===== config.mk =====
export PLATFORM = sky130hd
export DESIGN_NAME = bus_xfer_ctrl
export DESIGN_NICKNAME = d
export VERILOG_FILES = /design/src/rtl/bus_ctrl_pkg.sv /design/src/rtl/rr_arb2.sv /design/src/rtl/bus_xfer_ctrl.sv
export SDC_FILE = /design/constraint.sdc
export NUM_CORES = 1
export LEC_CHECK = 0
export BUFFER_PORTS_ARGS = -buffer_cell sky130_fd_sc_hd__buf_2
export CAP_MARGIN = 20
export CORE_MARGIN = 2
export CORE_UTILIZATION = 45
export CTS_BUF_LIST = sky130_fd_sc_hd__clkbuf_16
export DETAILED_ROUTE_END_ITERATION = 6
export PLACE_DENSITY_LB_ADDON = 0.05
export RECOVER_POWER = 25
export SLEW_MARGIN = 20
export SYNTH_ARGS = -nofsm -noshare
export SYNTH_HDL_FRONTEND = slang
export SYNTH_SLANG_ARGS = --single-unit

===== constraint.sdc =====
create_clock -name clk -period 1.9 [get_ports clk]
set_input_delay 0.285 -clock clk [delete_from_list [all_inputs] [get_ports clk]]
set_output_delay 0.285 -clock clk [all_outputs]
set_load 0.05 [all_outputs]

===== src/rtl/bus_ctrl_pkg.sv =====
// Shared types and constants for the bus transfer controller and its arbiter.
package bus_ctrl_pkg;

  typedef enum logic [2:0] {
    StIdle,
    StDrive,
    StLatch,
    StDone,
    StErr
  } state_e;

  localparam int unsigned NREG_DEF = 4;
  localparam int unsigned IW_DEF   = 2;

  // One-hot requester identifiers as they appear on grant vectors.
  localparam logic [1:0] REQ0 = 2'b01;
  localparam logic [1:0] REQ1 = 2'b10;

endpackage


===== src/rtl/rr_arb2.sv =====
// Two-way round-robin arbiter with an internal last-grant flag; the grant is
// combinational from valid, the flag moves only when advance is asserted.
module rr_arb2
  import bus_ctrl_pkg::*;
(
  input  logic       clk,
  input  logic       clr,
  input  logic [1:0] valid,
  input  logic       advance,
  output logic [1:0] grant
);

  // 1 means requester 1 was granted last, so requester 0 wins the next tie.
  logic last_q;

  always_comb begin
    grant = 2'b00;
    unique case (valid)
      2'b01:   grant = REQ0;
      2'b10:   grant = REQ1;
      2'b11:   grant = last_q ? REQ0 : REQ1;
      default: grant = 2'b00;
    endcase
  end

  always_ff @(posedge clk or posedge clr) begin
    if (clr) begin
      last_q <= 1'b1;
    end else if (advance && (grant != 2'b00)) begin
      last_q <= grant[1];
    end
  end

endmodule


===== src/rtl/bus_xfer_ctrl.sv =====
// Register-to-register transfer sequencer for a shared 8-bit bus: arbitrates two
// requesters and drives one-hot oen/inen strobes. BUS_XFER_BCAST_EN turns req_dst into masks.
module bus_xfer_ctrl
  import bus_ctrl_pkg::*;
#(
  parameter int unsigned NREG = NREG_DEF,
  parameter int unsigned IW   = IW_DEF
) (
  input  logic              clk,
  input  logic              clr,
  input  logic [1:0]        req_valid,
  output logic [1:0]        req_ready,
  input  logic [2*IW-1:0]   req_src,
`ifdef BUS_XFER_BCAST_EN
  input  logic [2*NREG-1:0] req_dst,
`else
  input  logic [2*IW-1:0]   req_dst,
`endif
  output logic [1:0]        gnt,
  output logic [NREG-1:0]   oen,
  output logic [NREG-1:0]   inen,
  output logic              busy,
  output logic              done,
  output logic              err
);

`ifdef BUS_XFER_BCAST_EN
  localparam int unsigned DW = NREG;
`else
  localparam int unsigned DW = IW;
`endif

  state_e        state_q, state_d;
  logic [1:0]    gnt_q, gnt_d;
  logic [IW-1:0] src_q, sel_src;
  logic [DW-1:0] dst_q, sel_dst;
  logic [1:0]    pick;
  logic          handshake;
  logic          bad_req;

  rr_arb2 u_arb (
    .clk     (clk),
    .clr     (clr),
    .valid   (req_valid),
    .advance (handshake),
    .grant   (pick)
  );

  assign req_ready = (state_q == StIdle) ? pick : 2'b00;
  assign handshake = |(req_valid & req_ready);

  assign sel_src = pick[1] ? req_src[IW +: IW] : req_src[0 +: IW];
  assign sel_dst = pick[1] ? req_dst[DW +: DW] : req_dst[0 +: DW];

  always_comb begin
    bad_req = 1'b0;
    if (32'(sel_src) >= NREG) begin
      bad_req = 1'b1;
    end
`ifdef BUS_XFER_BCAST_EN
    if (sel_dst == '0) begin
      bad_req = 1'b1;
    end
    // A mask that includes the source would have a register capture itself.
    for (int i = 0; i < int'(NREG); i++) begin
      if ((sel_src == IW'(i)) && sel_dst[i]) begin
        bad_req = 1'b1;
      end
    end
`else
    if ((32'(sel_dst) >= NREG) || (sel_dst == sel_src)) begin
      bad_req = 1'b1;
    end
`endif
  end

  always_comb begin
    state_d = state_q;
    gnt_d   = gnt_q;
    unique case (state_q)
      StIdle: begin
        if (handshake) begin
          state_d = bad_req ? StErr : StDrive;
          gnt_d   = pick;
        end
      end
      StDrive: state_d = StLatch;
      StLatch: state_d = StDone;
      StDone, StErr: begin
        state_d = StIdle;
        gnt_d   = 2'b00;
      end
      default: begin
        state_d = StIdle;
        gnt_d   = 2'b00;
      end
    endcase
  end

  always_ff @(posedge clk or posedge clr) begin
    if (clr) begin
      state_q <= StIdle;
      gnt_q   <= 2'b00;
      src_q   <= '0;
      dst_q   <= '0;
    end else begin
      state_q <= state_d;
      gnt_q   <= gnt_d;
      if (handshake) begin
        src_q <= sel_src;
        dst_q <= sel_dst;
      end
    end
  end

  // Strobes decode only registered state, never the live request inputs.
  always_comb begin
    oen  = '0;
    inen = '0;
    for (int i = 0; i < int'(NREG); i++) begin
      if (((state_q == StDrive) || (state_q == StLatch)) && (src_q == IW'(i))) begin
        oen[i] = 1'b1;
      end
    end
    if (state_q == StLatch) begin
`ifdef BUS_XFER_BCAST_EN
      inen = dst_q;
`else
      for (int i = 0; i < int'(NREG); i++) begin
        if (dst_q == IW'(i)) begin
          inen[i] = 1'b1;
        end
      end
`endif
    end
  end

  assign gnt  = gnt_q;
  assign busy = (state_q != StIdle);
  assign done = (state_q == StDone);
  assign err  = (state_q == StErr);

endmodule


==> results of run 1 <==
[cells in the mapped netlist, drive strengths merged, types with 2 or more instances]
master and count:
xor2 5, nor2 2, nand2 3, mux2 8, buf 2, inv 6
and3 3, nor3 6, o21ai 2, dfrtp 9, nor3b 4, nor4 2
a21oi 2
[kinds of logic (layout without fill, tap and decap cells)]
family | count (synthesis) | count (layout) | share of synthesized area
flops | 10 | 10 | 0.3836
xor+xnor | 5 | 5 | 0.06679
simple gates | 23 | 23 | 0.2195
buf+inv | 8 | 37 | 0.04962
mux | 8 | 8 | 0.1431
compound gates | 12 | 12 | 0.1374
[cell type report]
type	instances	area, sq um
flip-flops and latches	10	252.7
multi-input cells	48	414.1
repair buffers	27	147.6
fillers	104	399.1
clock inverters	1	3.754
inverters	6	22.52
well taps	15	18.77
clock buffers	3	75.07
[critical path, stage by stage, from the launching register on]
cell and delay, ps:
dfrtp_2 470, xor2_2 240, nand2_2 130, inv_1 90, and3_1 160, buf_4 190
[power by group through the flow]
stage / clock, mW / combinational, mW / sequential [mW]
4_1_cts: 0.377 / 1.06 / 0.451
2_1_floorplan: 0 / 0.835 / 0.444
3_3_place_gp: 0 / 1.03 / 0.438
3_5_place_dp: 0 / 1.05 / 0.450
5_1_grt: 0.391 / 1.16 / 0.479
6_report: 0.371 / 1.09 / 0.461
[stage by stage]
stage / worst slack, ps / utilization
after floorplan: 18.65 / -
after global placement: 238.0 / 0.6238
after CTS: 6.188 / 0.6857
after detailed placement: 191.9 / 0.6238
final: 103.9 / 0.7008
after global routing: 8.708 / 0.7008
[path summary, 6_finish.rpt]
path                       cells past startpoint           end  slack, ps        from
max                                            5        oen[3]        100  state_q[0]
min                                            2        gnt[0]         20         clr
max reg2reg                                    4      src_q[1]        440  state_q[1]
min reg2reg                                    2        gnt[0]        510      gnt[0]
max in group asynchronous                      2  u_arb.last_q       1560         clr
min in group clk                               3      dst_q[0]        440  req_dst[0]
[timing repair]
action | CTS | global route
endpoints found under the hold margin | 0 | 0
resized for setup | 2 | 7
buffers inserted | 0 | 0
endpoints found under the setup margin | 3 | 7
[routing by layer]
| metal | GRT usage | part of all wire | routed length (microns) |
|---|---|---|---|
| met5 | 0 | 0 | 0 |
| met4 | 0.05625 | 0.015 | 22 |
| met3 | 0.06897 | 0.055 | 83 |
| met2 | 0.2831 | 0.48 | 719 |
| met1 | 0.2267 | 0.45 | 685 |
[sequential cells by signal (all words and copies together) (netlist names)]
register / cells
dst_q: 2
gnt: 2
src_q: 2
state_q: 3
u_arb.last_q: 1
==> impl_metrics.json, run 1 <==
{
  "status": "finished clean",
  "whs_ps": 21.95,
  "max-vdd-ir-drop_mv": 1.743,
  "switching_share": 0.4960,
  "cts_tree": "built",
  "hold_path.class": "input pin to async pin",
  "synth_cells": 66,
  "synth-seq-area-share": 0.3836,
  "num_vias": 602,
  "power_frac_clock": 0.193,
  "place_area_sq_um": 832.0,
  "core_sq_um": 1334,
  "synthesis.area_sq_um": 655.6,
  "async_reset_ff_frac": 1.000,
  "power_per_cell_area_nw_per_um2": 2056,
  "synth.distinct_cells": 28,
  "clock.fmax_mhz": 556.8,
  "area_delta_synth_final_pct": 42.56,
  "cp-start-kind": "register",
  "layout.cells.non_filler": 110,
  "p_int_mw": 0.9682,
  "die_y_microns": 42.17,
  "gr-total-overflow": 0,
  "rows": 13,
  "netSwitchingPower_mw": 0.9530,
  "grt_antenna_before_repair": 0,
  "grt_max_degree": 11,
  "maxSlewHeadroom": 0.6782,
  "cp-end-kind": "output port",
  "clk_latency_ps": 240,
  "min_period_ps": 1796,
  "cts_buffer_depth": 2,
  "critPathArrivalTime_ps": 1510,
  "port_buffers": 26,
  "slew_viol_final": 0,
  "p_comb_frac": 0.567,
  "synth_area_per_cell_sq_um": 9.934,
  "grt_pass1_wl_mm": 2.380,
  "cp_max_fo": 7,
  "synth.top_cell.area_share": 0.3435,
  "start_util": 0.4916,
  "first_global_vias": 538,
  "final_cell_mix": "buf_2, dfrtp_1, mux2_2",
  "fin_nets": 108,
  "ys.flop_type": "dfrtp_1",
  "htree_num_levels": 1,
  "drt_iter0_drc": 17,
  "hold_violations": 0,
  "cts-buffers-inserted": 3,
  "antennaDiodeCount": 0,
  "drc": 0,
  "synth_nets": 78,
  "post-synth-top-area-cell": "dfrtp_1",
  "dp.cells": 106,
  "maxCapViolCount": 0,
  "vias_per_cell": 5.473,
  "gp_congestion": 0.7448,
  "synth-seq-cells": 10,
  "synth_area_leaders": "dfrtp_1, mux2_2, xor2_1",
  "fin_skew_ps": 3.026,
  "path_class": "register to output port",
  "antenna_left": 0,
  "power_frac_seq": 0.240,
  "crit_required_ps": 1620,
  "ioPinCount": 27,
  "finish.instance_area_sq_um": 934.6,
  "wl_per_cell_microns": 13.74,
  "drt_wl_total_mm": 1.511,
  "synth-edff-count": 0,
  "leakagePower_nw": 0.4533,
  "grtUsageTotal": 0.1800,
  "dp_hpwl_mm": 1.151,
  "die_area_sq_um": 1778,
  "layout_commonest_cell": "buf_2",
  "clkSinkCount": 10,
  "die_x_microns": 42.17,
  "cts_hold_buf": 0,
  "yosysWarningCount": 0,
  "root_buffer": "clkbuf_16",
  "drt_first_pass_iters": 5,
  "tightestPinTransition_ps": 479.5,
  "finalPower_mw": 1.921,
  "grt_setup_unrepaired": "yes",
  "post_route_cells_drive_above_1_share": 0.5579,
  "period_share": 0.9453,
  "cts.clk_slew.worst_paths_ps": 40,
  "fin_setup_tns_ps": 0,
  "setup_viol": 0
}
Power figures use the tool's default switching activity.
==> run 2: changes to the inputs <==
--- a/config.mk
+++ b/config.mk
@@ -8,3 +8,3 @@
 export BUFFER_PORTS_ARGS = -buffer_cell sky130_fd_sc_hd__buf_2
-export CAP_MARGIN = 20
+export CAP_MARGIN = 5
 export CORE_MARGIN = 2
==> constraint.sdc (replaced) <==
create_clock -name clk -period 1.9 [get_ports clk]
set_input_delay 0.19 -clock clk [delete_from_list [all_inputs] [get_ports clk]]
set_output_delay 0.19 -clock clk [all_outputs]
set_load 0.05 [all_outputs]
==> run 2 against run 1 <==
Effect of this change: cell count did not move; non-clock buffer count stayed put; combinational power is 7% lower; maximum frequency increased by 0.84%; die area unchanged; total power fell by 3.5%; first-iteration DRC count is 71% lower; critical path type unchanged.
==> impl_metrics.json, run 2 (synthesis results as in run 1) <==
{
  "cp-start-kind": "register",
  "top_register": "state_q",
  "cts.clk_slew.worst_paths_ps": 40,
  "gr-total-overflow": 0,
  "clkSinkCount": 10,
  "core_sq_um": 1334,
  "wl_per_cell_microns": 12.52,
  "area_delta_synth_final_pct": 40.84,
  "hold_violations": 0,
  "maxCapViolCount": 0,
  "maxSlewHeadroom": 0.6849,
  "switching_share": 0.4983,
  "ioPinCount": 27,
  "cts_tree": "built",
  "pre_cts_slack_ps": 252.2,
  "num_vias": 579,
  "fin_skew_ps": 3.859,
  "fin_ws_ps": 118.8,
  "gp_congestion": 0.7345,
  "rows": 13,
  "post_route_cells_drive_above_1_share": 0.5368,
  "die_x_microns": 42.17,
  "path_class": "register to output port",
  "clk_latency_ps": 230,
  "antenna_left": 0,
  "drt_wl_total_mm": 1.377,
  "worstHoldPathCells": 3,
  "worstHoldEndpoint": "dst_q[1]",
  "layout_commonest_cell": "buf_2",
  "root_buffer": "clkbuf_16",
  "max-vdd-ir-drop_mv": 1.695,
  "slew_viol_final": 0,
  "dp_hpwl_mm": 1.071,
  "fin_nets": 108,
  "finish.instance_area_sq_um": 923.4,
  "start_util": 0.4916,
  "hold_path.class": "input pin to register",
  "vias_per_cell": 5.264,
  "die_y_microns": 42.17,
  "grt_setup_unrepaired": "no",
  "post_cts_buffers": 0,
  "fin_setup_tns_ps": 0,
  "drt_iter0_drc": 5,
  "critPathArrivalTime_ps": 1590,
  "setup_viol": 0,
  "regToRegSetupSlack_ps": 480,
  "leakagePower_nw": 0.4521,
  "status": "finished clean",
  "port_buffers": 26,
  "tightestPinTransition_ps": 469.5,
  "p_comb_frac": 0.547,
  "min_period_ps": 1781,
  "regToRegStartpoint": "u_arb.last_q",
  "cp_max_fo": 7,
  "drt_first_pass_iters": 4,
  "antennaDiodeCount": 0,
  "cp-end-kind": "output port",
  "power_frac_clock": 0.198,
  "cts-buffers-inserted": 3,
  "largest_reg_flops": 3,
  "place_area_sq_um": 824.5,
  "grt_max_degree": 11,
  "first_global_vias": 554,
  "grt_antenna_before_repair": 0,
  "crit_required_ps": 1710,
  "rr_endpoint": "src_q[1]",
  "period_share": 0.9375,
  "htree_num_levels": 1,
  "grt_pass1_wl_mm": 2.325,
  "cts_buffer_depth": 2,
  "min-delay-start": "req_dst[1]",
  "grtUsageTotal": 0.1701,
  "final_cell_mix": "buf_2, mux2_2, dfrtp_1",
  "worstRegToRegCells": 3,
  "netSwitchingPower_mw": 0.9240,
  "p_int_mw": 0.9304,
  "die_area_sq_um": 1778,
  "power_per_cell_area_nw_per_um2": 2008,
  "drc": 0,
  "power_frac_seq": 0.255,
  "clock.fmax_mhz": 561.4
}
==> run 2: changes by cell type in the layout (fill, tap and decap cells not counted), sizes merged <==
cell / before / now
buf: 25 / 26
clkbuf: 5 / 3
dlygate4sd3: 0 / 1
==> run 2: layout make-up <==
type	instances	area (sq um)
inverter	6	22.52
timing repair buffer	27	140.1
multi-input combinational	48	409.1
tap	15	18.77
sequential	10	254.0
fill	108	410.4
clock inverter	1	3.754
clock buffer	3	75.07
==> run 2: worst max-delay path by stage <==
stage,from,endpoint,slack [ps],cells after the start
global placement,state_q[1],oen[3],300,5
global route,state_q[0],oen[3],10,5
floorplan,state_q[0],err,110,2
finish,state_q[0],oen[3],120,5
CTS,state_q[0],oen[3],20,5
detailed placement,state_q[1],oen[3],250,5
==> run 2: routing by layer <==
layer,track usage,vias up,wire [microns]
met5,0,-,0
met4,0.07500,0,14
met3,0.03879,2,64
met2,0.2677,18,650
met1,0.2207,262,647
li1,-,297,-
==> run 2: per-stage QoR <==
step                hold slack [ps]  utilization  power (mW)  std cells
global route                  361.1       0.6923       1.965        110
global placement              200.8       0.6182       1.455        105
floorplan                     29.46            -       1.279         66
CTS                           345.2       0.6857       1.856        110
detailed placement            204.3       0.6182       1.473        105
finish                        343.0       0.6923       1.854        110
==> run 2: power groups by stage <==
stage	Combinational [mW]	Sequential [mW]	Clock [mW]
after CTS	1.02	0.463	0.375
final	1.01	0.474	0.367
after global placement	0.997	0.458	0
after floorplan	0.835	0.444	0
after global routing	1.08	0.495	0.388
after detailed placement	1.01	0.464	0
==> run 2: repair_timing <==
action / in CTS / in global routing
gates resized for setup: 1 / 2
cloned: 0 / 0
setup endpoints to repair: 1 / 4
hold buffers: 1 / 0
hold endpoints to repair: 9 / 0
==> run 2: critical path, cell delays in order, from the launching register on <==
cell,delay (ps)
dfrtp_2,460
xor2_2,210
nand2_1,180
inv_1,110
and3_1,150
buf_2,250
